==> src/rtl/mmio_pkg.sv <==
// Shared types and address constants for the memory-mapped peripheral block.
package mmio_pkg;

  typedef enum logic [1:0] {
    MEM_NONE  = 2'b00,
    MEM_READ  = 2'b01,
    MEM_WRITE = 2'b10
  } mem_cmd_t;

  localparam logic [8:0] LED_ADDR_DEF = 9'h100;
  localparam logic [8:0] SW_ADDR_DEF  = 9'h140;
  localparam logic [8:0] HEX_ADDR_DEF = 9'h108;

  localparam logic [8:0] SW_OFF     = 9'd0;
  localparam logic [8:0] SW_CHG_OFF = 9'd1;
  localparam logic [8:0] IRQ_EN_OFF = 9'd2;

endpackage

==> src/rtl/sw_debounce.sv <==
// One switch: 2-flop synchroniser followed by a counter debouncer.
// toggle pulses high in the cycle whose rising edge flips db.
module sw_debounce #(
  parameter int unsigned DB_CYCLES = 4
) (
  input  logic clk,
  input  logic reset,
  input  logic sw_raw,
  output logic db,
  output logic toggle
);

  localparam int unsigned CW = $clog2(DB_CYCLES + 1);

  logic          sync0_q, sync0_d;
  logic          sync1_q, sync1_d;
  logic          db_q, db_d;
  logic [CW-1:0] cnt_q, cnt_d;

  always_ff @(posedge clk or posedge reset) begin
    if (reset) begin
      sync0_q <= 1'b0;
      sync1_q <= 1'b0;
      db_q    <= 1'b0;
      cnt_q   <= '0;
    end else begin
      sync0_q <= sync0_d;
      sync1_q <= sync1_d;
      db_q    <= db_d;
      cnt_q   <= cnt_d;
    end
  end

  always_comb begin
    sync0_d = sw_raw;
    sync1_d = sync0_q;
    db_d    = db_q;
    cnt_d   = '0;
    toggle  = 1'b0;
    // Accept on the DB_CYCLES-th consecutive cycle of disagreement.
    if (sync1_q != db_q) begin
      if (cnt_q == CW'(DB_CYCLES - 1)) begin
        db_d   = ~db_q;
        toggle = 1'b1;
      end else begin
        cnt_d = cnt_q + 1'b1;
      end
    end
  end

  assign db = db_q;

endmodule

==> src/rtl/mmio_periph.sv <==
// Memory-mapped LED/HEX/switch peripheral with registered reads,
// debounced switches, sticky W1C change flags and an interrupt output.
module mmio_periph
  import mmio_pkg::*;
#(
  parameter int unsigned LED_W     = 8,
  parameter int unsigned SW_W      = 8,
  parameter int unsigned DB_CYCLES = 4,
  parameter logic [8:0]  LED_ADDR  = LED_ADDR_DEF,
  parameter logic [8:0]  SW_ADDR   = SW_ADDR_DEF,
  parameter logic [8:0]  HEX_ADDR  = HEX_ADDR_DEF
) (
  input  logic             clk,
  input  logic             reset,
  input  logic [1:0]       mem_cmd,
  input  logic [8:0]       mem_addr,
  input  logic [15:0]      write_data,
  output logic [15:0]      read_data,
  output logic             rd_hit,
  input  logic [SW_W-1:0]  sw_in,
  output logic [LED_W-1:0] ledr,
  output logic [15:0]      hex_value,
  output logic             irq
);

  localparam logic [8:0] SW_REG_ADDR  = SW_ADDR + SW_OFF;
  localparam logic [8:0] CHG_REG_ADDR = SW_ADDR + SW_CHG_OFF;
  localparam logic [8:0] EN_REG_ADDR  = SW_ADDR + IRQ_EN_OFF;

  mem_cmd_t         cmd;
  logic             is_rd, is_wr;
  logic             hit_led, hit_hex, hit_sw, hit_chg, hit_en, mapped;
  logic [15:0]      rdata;

  logic [LED_W-1:0] led_q, led_d;
  logic [15:0]      hex_q, hex_d;
  logic [SW_W-1:0]  irq_en_q, irq_en_d;
  logic [SW_W-1:0]  sw_chg_q, sw_chg_d;
  logic [15:0]      read_data_q, read_data_d;
  logic             rd_hit_q, rd_hit_d;

  logic [SW_W-1:0]  db;
  logic [SW_W-1:0]  tog;

  for (genvar i = 0; i < SW_W; i++) begin : g_sw
    sw_debounce #(
      .DB_CYCLES(DB_CYCLES)
    ) u_sw_debounce (
      .clk   (clk),
      .reset (reset),
      .sw_raw(sw_in[i]),
      .db    (db[i]),
      .toggle(tog[i])
    );
  end

  always_comb begin
    cmd     = mem_cmd_t'(mem_cmd);
    is_rd   = (cmd == MEM_READ);
    is_wr   = (cmd == MEM_WRITE);
    hit_led = (mem_addr == LED_ADDR);
    hit_hex = (mem_addr == HEX_ADDR);
    hit_sw  = (mem_addr == SW_REG_ADDR);
    hit_chg = (mem_addr == CHG_REG_ADDR);
    hit_en  = (mem_addr == EN_REG_ADDR);
    mapped  = hit_led | hit_hex | hit_sw | hit_chg | hit_en;
  end

  always_comb begin
    rdata = '0;
    if (hit_led)      rdata[LED_W-1:0] = led_q;
    else if (hit_hex) rdata            = hex_q;
    else if (hit_sw)  rdata[SW_W-1:0]  = db;
    else if (hit_chg) rdata[SW_W-1:0]  = sw_chg_q;
    else if (hit_en)  rdata[SW_W-1:0]  = irq_en_q;
    read_data_d = (is_rd && mapped) ? rdata : '0;
    rd_hit_d    = is_rd && mapped;
  end

  always_comb begin
    led_d    = led_q;
    hex_d    = hex_q;
    irq_en_d = irq_en_q;
    sw_chg_d = sw_chg_q;
    if (is_wr && hit_led) led_d    = LED_W'(write_data);
    if (is_wr && hit_hex) hex_d    = write_data;
    if (is_wr && hit_en)  irq_en_d = SW_W'(write_data);
    if (is_wr && hit_chg) sw_chg_d = sw_chg_q & ~SW_W'(write_data);
    // Applied after the clear so a coincident new toggle keeps its flag.
    sw_chg_d = sw_chg_d | tog;
  end

  always_ff @(posedge clk or posedge reset) begin
    if (reset) begin
      led_q       <= '0;
      hex_q       <= '0;
      irq_en_q    <= '0;
      sw_chg_q    <= '0;
      read_data_q <= '0;
      rd_hit_q    <= 1'b0;
    end else begin
      led_q       <= led_d;
      hex_q       <= hex_d;
      irq_en_q    <= irq_en_d;
      sw_chg_q    <= sw_chg_d;
      read_data_q <= read_data_d;
      rd_hit_q    <= rd_hit_d;
    end
  end

  assign ledr      = led_q;
  assign hex_value = hex_q;
  assign read_data = read_data_q;
  assign rd_hit    = rd_hit_q;
  assign irq       = |(sw_chg_q & irq_en_q);

endmodule

==> config.mk <==
export PLATFORM = sky130hd
export DESIGN_NAME = mmio_periph
export DESIGN_NICKNAME = d
export VERILOG_FILES = /design/src/rtl/mmio_pkg.sv /design/src/rtl/sw_debounce.sv /design/src/rtl/mmio_periph.sv
export SDC_FILE = /design/constraint.sdc
export NUM_CORES = 1
export LEC_CHECK = 0
export ABC_AREA = 0
export BUFFER_PORTS_ARGS = -buffer_cell sky130_fd_sc_hd__buf_2
export CORE_ASPECT_RATIO = 0.6
export CORE_MARGIN = 2
export CORE_UTILIZATION = 50
export DETAILED_ROUTE_END_ITERATION = 10
export PLACE_DENSITY = 0.79
export RECOVER_POWER = 25
export SYNTH_ARGS = -nofsm -noshare
export SYNTH_HDL_FRONTEND = slang
export SYNTH_SLANG_ARGS = --single-unit
export TNS_END_PERCENT = 1
==> constraint.sdc <==
create_clock -name clk -period 9.3 [get_ports clk]
set_input_delay 2.325 -clock clk [delete_from_list [all_inputs] [get_ports clk]]
set_output_delay 2.325 -clock clk [all_outputs]
set_load 0.02 [all_outputs]
==> flow_metrics.tcl <==
set metrics [dict create \
    status "finished clean" \
    peakVddDrop_v 0.0000928 \
    wl_per_cell_um 17.3 \
    grt_pass1_wl_um 14300 \
    cp.required_ns 9.53 \
    period_share_pct 45.3 \
    netlist_instances 311 \
    fin_skew_ns 0.00439 \
    ys.flop_type "dfrtp_1" \
    grt_usage_pct 19.6 \
    final_nets 436 \
    p_per_area_nw_per_um2 213 \
    clkSlewWorstSetupHoldPaths_ns 0.07 \
    areaGrowthSynthToFinish_pct 17.6 \
    vias_per_cell 5.40 \
    seq_area_frac_synth_pct 60.0 \
    crit_path_max_incr_delay_ns 0.62 \
    post_cts_buffers 0 \
    max_slew_margin_pct 26.6 \
    timing.final.hold_violations 0 \
    drt_pass1_iterations 4 \
    crit_buf_inv 1 \
    root_buffer "clkbuf_16" \
    synth_largest_area_cell "dfrtp_1" \
    drt_iter0_markers 193 \
    ctsHoldBuffers 0 \
    antenna_found_initial 0 \
    grt_start_max_net_pins 82 \
    synth-edff-count 0 \
    cts.path.max_buffers 2 \
    fin_tns_setup_ns 0 \
    syn_area_um2 4380 \
    holdCritPathClass "reg -> reg" \
    synth.distinct_cells 39 \
    layout-drive-gt1-share_pct 37.4 \
    synth_nets 356 \
    cts_resized 0 \
    die_area_um2 9540 \
    grt_pass1_vias 2757 \
    drt_drc_violations_left 0 \
    whs_path_depth 0 \
    worst-setup-path-type "in -> reg" \
    r2r_setup_slack_ns 7.98 \
    layout_min_cycle_time_ns 4.22 \
    slowest_stage "or4b_4" \
    final_max_slew_viol_count 0 \
    async_flop_share_pct 100 \
    critical-path-top-delay-family "simple AND/OR/NAND/NOR gates" \
    crit_path_start_kind "input pin" \
    dp_hpwl_um 6300 \
    coreArea_um2 8490 \
    yosys_register_bits 105 \
    fill_cells 639 \
    post-synth-top-count-cell "dfrtp_1" \
    num_antenna_cells 0 \
    die_y_um 76.5 \
    tightestPinTransition_ns 1.09 \
    arrival_ns 4.45 \
    rsz0062_at_grt "no" \
    reg2reg_depth 4 \
    p_leak_nw 2.57 \
    synth_top_area_share_pct 60.0 \
    die_x_um 125 \
    crit_fanout 20 \
    cts.sinks 105 \
    ys_top_cells_by_count "dfrtp_1 (105), mux2_2 (40), a211oi_1 (22)" \
    ant_nets 0 \
    numCtsBuffers 9 \
    cts.htree.levels 3 \
    utilization_pct 60.6 \
    setup_violations 0 \
    critical_path_depth 5 \
    place_congestion 0.878 \
    tritoncts "built" \
    ys_warn_count 0 \
    worstSkewPairLatency_ns 0.35 \
    synth_area_per_cell_um2 14.1 \
    port_buffers 78 \
    routed_wirelength_um 8800 \
    dpl_cell_area_um2 4850 \
    final_area_um2 5150 \
    num_rows 26 \
    crit_path_cell_trace "buf_2 -> or4b_4 -> nor2b_4 -> nand4b_4 -> mux2_2" \
    start_util_pct 51.5 \
    vias 2745 \
    num_io_pins 79 \
    fmaxAchievable_mhz 237 \
    maxCapViolCount 0 \
    synthTopCellsByArea "dfrtp_1 (60%), mux2_2 (10%), a211oi_1 (3.8%), nand3b_1 (2.7%), ha_1 (2.3%)" \
    grt-ovfl-total 0 \
    cp-end-kind "flop" \
]
stage by stage:
step	instances	hold slack, ns	power (mW)	setup WS (ns)
2_1_floorplan	311	0.331	0.688	4.21
6_report	508	0.348	1.09	5.08
3_3_place_gp	492	0.336	0.727	4.81
5_1_grt	508	0.352	1.15	5.01
3_5_place_dp	492	0.335	0.742	4.74
4_1_cts	508	0.349	1.10	5.11
cell families after synthesis:
logic type                 share of synthesized area (%)
AOI/OAI and AO/OA                                   7.09
adders and majority gates                           2.29
muxes                                               12.1
buffers and inverters                               1.94
xor gates and xnor gates                            2.00
DFF                                                 60.0
and+or+nand+nor                                     14.5
layer usage:
layer	routed length (µm)	vias up	part of all wire [%]	GRT usage, %
met3	613	4	7.0	7.94
met4	41	0	0.47	5.06
li1	-	1289	-	-
met5	0	-	0	0
met2	3810	98	43	28.3
met1	4340	1354	49	27.7
cells in the final DEF, fill, tap and decap left out, drive strengths merged, types with 10 or more instances in the layout:
| cell type | synthesis | final |
|---|---|---|
| nand2 | 10 | 10 |
| clkbuf | 4 | 12 |
| buf | 6 | 79 |
| nand3b | 17 | 17 |
| a211oi | 23 | 23 |
| nor2b | 12 | 12 |
| nor3b | 12 | 12 |
| mux2 | 40 | 40 |
| dfrtp | 105 | 105 |
cell type report:
class                   count  area [µm²]  area share [%]
well taps                 112         140            2.72
inverters                   6        23.8           0.462
clock buffers              12         267            5.18
flip-flops and latches    105        2630            51.1
repair buffers             79         398            7.73
multi-input cells         190        1660            32.3
clock inverters             4        26.3           0.511
flip-flops by register name, summed over array words and instances, names as in the netlist, 8 cells and up:
name and flops:
g_sw.u_sw_debounce.sync0_q 8, g_sw.u_sw_debounce.sync1_q 8, g_sw.u_sw_debounce.db 8, sw_chg_q 8, g_sw.u_sw_debounce.cnt_q 24, ledr 8
hex_value 16, read_data 16, irq_en_q 8
where the power goes:
group          switching (mW)  internal, mW  total [mW]  leakage [nW]
Sequential             0.0480         0.519       0.567          1.36
Clock                   0.160         0.203       0.363         0.145
Combinational          0.0821        0.0818       0.164          1.06
Total                   0.290         0.804        1.09          2.57
path summary, 6_finish.rpt:
check                                                         from                                       to
max                                                    mem_addr[1]                 hex_value[4]$_DFFE_PP0P_
min                        g_sw[1].u_sw_debounce.sync0_q$_DFF_PP0_  g_sw[1].u_sw_debounce.sync1_q$_DFF_PP0_
max reg2reg                                  sw_chg_q[6]$_DFF_PP0_                   read_data[6]$_DFF_PP0_
min reg2reg                g_sw[1].u_sw_debounce.sync0_q$_DFF_PP0_  g_sw[1].u_sw_debounce.sync1_q$_DFF_PP0_
max in group asynchronous                                    reset                      ledr[0]$_DFFE_PP0P_
min in group asynchronous                                    reset                 hex_value[4]$_DFFE_PP0P_
No activity file was read; power rests on OpenSTA's default activity.
